--- src/rtl/task_pingpong_latency.sv ---
// Runs NUM_ROUNDS ping/pong exchanges, one result word per round; stalls in EMIT until i_ready.
// Define TASK_PINGPONG_STATS_EN to append a min/max/timeout-count word after the last round.
module task_pingpong_latency #(
  parameter int TASK_OUTPUT_WIDTH = 32,
  parameter int NUM_ROUNDS        = 8,
  parameter int TIMEOUT_CYCLES    = 1024,
  parameter int CNT_WIDTH         = 16
) (
  input  logic                         i_clk,
  input  logic                         i_rst_n,
  input  logic                         i_start,
  input  logic                         ping_ready,
  output logic                         ping,
  input  logic                         pong,
  input  logic                         i_ready,
  output logic [TASK_OUTPUT_WIDTH-1:0] o_data,
  output logic                         o_valid,
  output logic                         o_last,
  output logic                         o_busy
);

  localparam logic [CNT_WIDTH-1:0] TIMEOUT_VAL = CNT_WIDTH'(TIMEOUT_CYCLES);
  localparam logic [7:0]           LAST_ROUND  = 8'(NUM_ROUNDS - 1);

`ifdef TASK_PINGPONG_STATS_EN
  typedef enum logic [2:0] {IDLE, WAIT_READY, WAIT_PONG, EMIT, STATS} state_t;
`else
  typedef enum logic [2:0] {IDLE, WAIT_READY, WAIT_PONG, EMIT} state_t;
`endif

  state_t                         state;
  logic [7:0]                     round_idx;
  logic [CNT_WIDTH-1:0]           cnt;
  logic [CNT_WIDTH-1:0]           cnt_next;
  logic                           round_done;
  logic [TASK_OUTPUT_WIDTH-1:0]   round_word;

  // Counter saturates so a timeout larger than the pong window can never wrap.
  assign cnt_next   = (&cnt) ? cnt : cnt + CNT_WIDTH'(1);
  assign round_done = pong || (cnt_next == TIMEOUT_VAL);

  always_comb begin
    round_word                          = '0;
    round_word[TASK_OUTPUT_WIDTH-1]     = ~pong;
    round_word[TASK_OUTPUT_WIDTH-2 -: 8] = round_idx;
    round_word[CNT_WIDTH-1:0]           = cnt_next;
  end

`ifdef TASK_PINGPONG_STATS_EN
  logic [CNT_WIDTH-1:0]         min_lat;
  logic [CNT_WIDTH-1:0]         max_lat;
  logic [7:0]                   to_cnt;
  logic                         any_ok;
  logic [TASK_OUTPUT_WIDTH-1:0] stats_word;

  always_comb begin
    stats_word = '0;
    // Payload below the flag/tag byte; truncates min and the count when the word is narrow.
    stats_word[TASK_OUTPUT_WIDTH-10:0] = (TASK_OUTPUT_WIDTH-9)'({to_cnt,
                                           (any_ok ? min_lat : '0), max_lat});
    stats_word[TASK_OUTPUT_WIDTH-1]      = 1'b1;
    stats_word[TASK_OUTPUT_WIDTH-2 -: 8] = 8'hFF;
  end

  always_ff @(posedge i_clk or negedge i_rst_n) begin
    if (!i_rst_n) begin
      min_lat <= '1;
      max_lat <= '0;
      to_cnt  <= '0;
      any_ok  <= 1'b0;
    end else if (state == IDLE && i_start) begin
      min_lat <= '1;
      max_lat <= '0;
      to_cnt  <= '0;
      any_ok  <= 1'b0;
    end else if (state == WAIT_PONG) begin
      if (pong) begin
        any_ok <= 1'b1;
        if (cnt_next < min_lat) min_lat <= cnt_next;
        if (cnt_next > max_lat) max_lat <= cnt_next;
      end else if (cnt_next == TIMEOUT_VAL && to_cnt != 8'hFF) begin
        to_cnt <= to_cnt + 8'd1;
      end
    end
  end
`endif

  always_ff @(posedge i_clk or negedge i_rst_n) begin
    if (!i_rst_n) begin
      state     <= IDLE;
      round_idx <= '0;
      cnt       <= '0;
      ping      <= 1'b0;
      o_data    <= '0;
      o_valid   <= 1'b0;
      o_last    <= 1'b0;
      o_busy    <= 1'b0;
    end else begin
      case (state)
        IDLE: begin
          if (i_start) begin
            round_idx <= '0;
            o_busy    <= 1'b1;
            state     <= WAIT_READY;
          end
        end
        WAIT_READY: begin
          if (ping_ready) begin
            ping  <= 1'b1;
            cnt   <= '0;
            state <= WAIT_PONG;
          end
        end
        WAIT_PONG: begin
          ping <= 1'b0;
          cnt  <= cnt_next;
          if (round_done) begin
            o_data  <= round_word;
            o_valid <= 1'b1;
`ifdef TASK_PINGPONG_STATS_EN
            o_last  <= 1'b0;
`else
            o_last  <= (round_idx == LAST_ROUND);
`endif
            state   <= EMIT;
          end
        end
        EMIT: begin
          if (i_ready) begin
            o_valid <= 1'b0;
            o_last  <= 1'b0;
            if (round_idx == LAST_ROUND) begin
`ifdef TASK_PINGPONG_STATS_EN
              o_data  <= stats_word;
              o_valid <= 1'b1;
              o_last  <= 1'b1;
              state   <= STATS;
`else
              o_busy  <= 1'b0;
              state   <= IDLE;
`endif
            end else begin
              round_idx <= round_idx + 8'd1;
              state     <= WAIT_READY;
            end
          end
        end
`ifdef TASK_PINGPONG_STATS_EN
        STATS: begin
          if (i_ready) begin
            o_valid <= 1'b0;
            o_last  <= 1'b0;
            o_busy  <= 1'b0;
            state   <= IDLE;
          end
        end
`endif
        default: state <= IDLE;
      endcase
    end
  end

endmodule

--- config.mk ---
export PLATFORM = sky130hd
export DESIGN_NAME = task_pingpong_latency
export DESIGN_NICKNAME = d
export VERILOG_FILES = /design/src/rtl/task_pingpong_latency.sv
export SDC_FILE = /design/constraint.sdc
export NUM_CORES = 1
export LEC_CHECK = 0
export ABC_AREA = 0
export ABC_CLOCK_PERIOD_IN_PS = 5100
export BUFFER_PORTS_ARGS = -buffer_cell sky130_fd_sc_hd__buf_2
export CAP_MARGIN = 40
export CELL_PAD_IN_SITES_DETAIL_PLACEMENT = 0
export CELL_PAD_IN_SITES_GLOBAL_PLACEMENT = 1
export CORE_AREA = 3 3 97 76
export DETAILED_ROUTE_END_ITERATION = 10
export DIE_AREA = 0 0 100 79
export PLACE_DENSITY = 0.92
export SLEW_MARGIN = 20
export SYNTH_ARGS = -nofsm -noshare
export SYNTH_HDL_FRONTEND = slang
export SYNTH_SLANG_ARGS = --single-unit
--- constraint.sdc ---
create_clock -name i_clk -period 5.1 [get_ports i_clk]
set_input_delay 0.51 -clock i_clk [delete_from_list [all_inputs] [get_ports i_clk]]
set_output_delay 0.51 -clock i_clk [all_outputs]
set_load 0.01 [all_outputs]
* After elaboration in Yosys (flattened, before gate mapping)
Index checks and enable logic that the tools add are counted.
** Operators by class
- Equality and inequality tests :: 11
- Bitwise logic cells :: 1
- $add $sub $neg :: 2
- Reductions and logical operators :: 12
- Multiplexer cells :: 24
** Operator list (number)
- $mux 16 :: 2
- $pmux 16 s2 :: 1
- $mux 8 :: 3
- $add 16x1->16 const B :: 1
- $eq 16x11->1 const B :: 1
- $pmux 8 s2 :: 1
- $reduce_and 16->1 :: 1
- $mux 3 :: 4
- $ne 2x2->1 const B :: 6
- $pmux 3 s4 :: 1
- $reduce_and 4->1 :: 3
- $add 8x1->8 const B :: 1
- $eq 8x3->1 const B :: 1
- $mux 1 :: 8
- $pmux 1 s2 :: 4
- $eq 3x2->1 const B :: 2
- $reduce_bool 2->1 :: 3
- $reduce_and 2->1 :: 2
- $eq 3x1->1 const B :: 1
- $logic_not 3->1 :: 1
- $reduce_and 3->1 :: 1
- $logic_or 1x1->1 :: 1
- $not 1->1 :: 1
** Storage, ports and cells
- Bits of input ports :: 6
- Flip-flop bits (word level) :: 56
- Output and inout port bits :: 36
- Logic and storage cells :: 58

* Depth between registers and ports, before layout
- Word-level depth :: 6
- Mapped depth :: 10

* Least setup slack after synthesis
No wires, ideal clock.
- Path kind :: reg2reg
- Start point :: register cnt[0]
- End point :: register o_data[11]
- Data required time :: 4.975 ns
- Setup slack :: 2.271 ns
- Stages on the path, launching flop included :: 10
- Arrival time :: 2.704 ns
- Clock period less this slack :: 2.829 ns
- Path through :: dfrtp_1 > ha_1 > nand3_1 > nor3_1 > mux2i_1 > nand4_1 > nor4_4 > o21ai_4 > buf_6 > mux2_4
** On the way
- Cells in the longest elaborated chain, start to end :: 5
- Elaborated cells on any way between the ends :: 6
- Those cells by class :: add/sub: 1; eq/ne: 1; mux: 1; reduce/logical: 3
** RTL lines
- start: declaration :: line 33 : logic [CNT_WIDTH-1:0] cnt;
- start signal: assignment :: line 116 : cnt <= cnt_next;
- $add 16x1->16 or $reduce_and 16->1 (tied branches) :: line 39 : assign cnt_next = (&cnt) ? cnt : cnt + CNT_WIDTH'(1);
- $mux 16 * :: line 39
- $eq 16x11->1 :: line 40 : assign round_done = pong || (cnt_next == TIMEOUT_VAL);
- $logic_or 1x1->1 :: line 40
- $reduce_and 2->1 (no line)
- end signal: assignment :: line 118 : o_data <= round_word;
- end: declaration :: line 16 : output logic [TASK_OUTPUT_WIDTH-1:0] o_data,
Every way passes the cells marked *; elsewhere a longest branch is shown, timed or not.
A chain may end at the register's enable or synchronous reset.

* Final worst setup path
Same ends and word-level chain as after synthesis.

==> results.sh <==
export IMPL_crit_chain="ha_1, nand3_1, nor3_1, mux2i_1, nand4_1, nor4_4, o21ai_4, buf_16, mux2_4"
export IMPL_slew_violations=0
export IMPL_hold_buffers=0
export IMPL_min_period_ps=3500
export IMPL_synth_edff_count=0
export IMPL_hold_ws_ps=303
export IMPL_power_per_cell_area_nw_per_um2=388
export IMPL_synthesis_area_um2=3100
export IMPL_worst_clock_skew_ps=8.80
export IMPL_drc=0
export IMPL_area_growth_syn_to_layout_pct=8.72
export IMPL_ys_seq_area_share_pct=44.4
export IMPL_diodes=0
export IMPL_ios=42
export IMPL_clk_latency_ps=320
export IMPL_crit_arrival_ps=3700
export IMPL_postCtsSetupRepairBufs=0
export IMPL_vias=2407
export IMPL_worst_slew_pin_slew_ps=858
export IMPL_via_per_inst=5.79
export IMPL_wl_met2_um=2940
export IMPL_row_count=25
export IMPL_avgSynthCellArea_um2=9.94
export IMPL_ir_drop_v=0.000271
export IMPL_fillCellCount=603
export IMPL_r2r_start="cnt[0]"
export IMPL_wl_met3_um=344
export IMPL_grt_overflow=0
export IMPL_synth_seq_cells=55
export IMPL_r2r_end="o_data[11]"
export IMPL_antenna_found_initial=0
export IMPL_synth_top_area_cell="dfrtp_1"
export IMPL_drt_iter0_markers=196
export IMPL_synth_cell_types=56
export IMPL_drtAntennaViolNets=0
export IMPL_synthArstFlopShare_pct=100
export IMPL_start_kind="flop"
export IMPL_wl_um=6830
export IMPL_core_area_um2=6350
export IMPL_dpl_instance_area_um2=3250
export IMPL_crit_buf_inv=1
export IMPL_dp_slack_ps=1730
export IMPL_ys_warn_count=0
export IMPL_top_layer_used="met4"
export IMPL_cts_resized=0
export IMPL_critPathRequiredTime_ps=5310
export IMPL_fin_nets=346
export IMPL_rrSetupSlack_ps=1600
export IMPL_cp_slowest_cell="nor4_4"
export IMPL_leakagePower_nw=1.58
export IMPL_routedWlPerCell_um=16.4
export IMPL_rsz0062_at_grt="no"
export IMPL_hpwl_um=4880
export IMPL_cts_buffers_inserted=5
export IMPL_relSlewSlack_pct=42.4
export IMPL_die_w_um=100
export IMPL_h_tree_depth=2
export IMPL_drive_above_1_share_pct=20.9
export IMPL_setup_tns_ps=0
export IMPL_r2r_cells=9
export IMPL_grt_pass1_vias=2333
export IMPL_gp_congestion=0.894
export IMPL_cts_sinks=55
export IMPL_dp_cells=407
export IMPL_grt_usage_pct=18.8
export IMPL_yosys_area_top_type_share_pct=44.4
export IMPL_die_y_um=79
export IMPL_setup_viol_count_final=0
export IMPL_slowest_delay_ps=490
export IMPL_max_freq_mhz=286
export IMPL_synth_area_top_cells="dfrtp_1, mux2_4, o21ai_0, nand2_1, a21oi_1"
export IMPL_hold_viol_final=0
export IMPL_utilization_pct=53.1
export IMPL_crit_type="reg -> reg"
export IMPL_worstPathMaxFanout=13
export IMPL_status="finished clean"
export IMPL_fin_crit_sh_pct=68.5
export IMPL_fin_area_um2=3370
export IMPL_cp_top_family="simple AND/OR/NAND/NOR gates"
export IMPL_cts_tree="built"
export IMPL_initial_core_util_pct=48.8
export IMPL_grt_max_degree=56
export IMPL_firstDrtPassIters=5
export IMPL_die_area_um2=7900
export IMPL_cap_viol_max_count=0
export IMPL_syn_inst=312
export IMPL_placement_io_buffers=34
export IMPL_cts_max_path_buffers=2
export IMPL_ys_flop_type="dfrtp_1"
export IMPL_final_cells=416
export IMPL_total_power_mw=1.31
export IMPL_layout_setup_ws_ps=1600
export IMPL_cp_end_kind="flop"
export IMPL_holdCritPathClass="in -> async"
export IMPL_cp_num_cells=9
export IMPL_cts_root_buf="clkbuf_8"
export IMPL_grt_pass1_wl_um=11900
export IMPL_clk_pin_slew_worst_paths_ps=100
export IMPL_m1WireLength_um=3460
[cells by family after synthesis]
logic type      synth area share [%]
simple gates                    18.9
compound gates                  17.1
flops                           44.4
buf+inv                         5.85
mux                             8.15
xor+xnor                        3.11
fa+ha+maj                       2.42
other cells                    0.121
[worst max-delay path by stage]
stage                       from         end  slack [ps]
after floorplan           cnt[0]  o_data[11]        2270
after global placement    cnt[0]  o_data[11]        1820
after detailed placement  cnt[0]  o_data[10]        1730
after CTS                 cnt[0]  o_data[10]        1700
after global routing      cnt[0]  o_data[11]        1340
final                     cnt[0]  o_data[11]        1600
[state kept, by name, summed over array words and instances, names as in the netlist]
name       count
ping           1
o_last         1
o_valid        1
o_busy         1
state          2
round_idx      8
o_data        25
cnt           16
[layout make-up]
class	count	area [um^2]	share of cell area [%]
Tap cell	81	101	3.01
Multi-Input combinational cell	228	1570	46.4
Sequential cell	55	1380	40.8
Clock inverter	3	20.0	0.594
Timing Repair Buffer	37	213	6.31
Inverter	7	26.3	0.780
Clock buffer	5	68.8	2.04
[metal layers]
| layer | track usage (%) | up-vias |
|---|---|---|
| met5 | 0 | - |
| met4 | 4.58 | 0 |
| met3 | 3.78 | 11 |
| met2 | 27.6 | 72 |
| met1 | 28.5 | 1158 |
| li1 | - | 1166 |
[placed cells by master (no fill, tap or decap), drive strengths merged, types with 4 or more instances in the layout]
| cell type | count |
|---|---|
| dfrtp | 55 |
| buf | 37 |
| nand2 | 26 |
| o21ai | 26 |
| nor2 | 21 |
| a21oi | 18 |
| mux2 | 15 |
| nand4 | 12 |
| nand3 | 11 |
| inv | 7 |
| nor3 | 7 |
| xor2 | 7 |
| o2bb2ai | 7 |
| conb | 7 |
| ha | 6 |
| nand2b | 5 |
| mux2i | 5 |
| a21o | 5 |
| clkbuf | 5 |
| nor4 | 5 |
| xnor2 | 4 |
[cells in the mapped netlist, drive strengths merged (2+ instances only)]
cell type,number
a21o,5
a21oi,18
and2,2
a31o,2
nand3,11
mux2i,5
and3,2
buf,17
o31ai,2
a31oi,2
o211ai,3
o2111ai,3
o21ai,26
dfrtp,55
xnor2,4
o2bb2ai,7
inv,7
nor4,5
mux2,15
nand2,26
clkbuf,11
nor2,21
nor3,7
and4,3
or4,2
xor2,7
nand2b,5
ha,6
or3,3
nand4,12
nor3b,3
[worst reg2reg max path: stages (launching register included)]
cell and delay [ps]:
dfrtp_1 480, ha_1 320, nand3_1 320, nor3_1 460
mux2i_1 330, nand4_1 230, nor4_4 490, o21ai_4 220
buf_16 240, mux2_4 300
[where the power goes]
part	internal (mW)	switching, mW	leakage (nW)
clock	0.0960	0.151	0.0402
sequential	0.500	0.0631	0.749
combinational	0.198	0.299	0.791
Power figures use the tool's default switching activity.
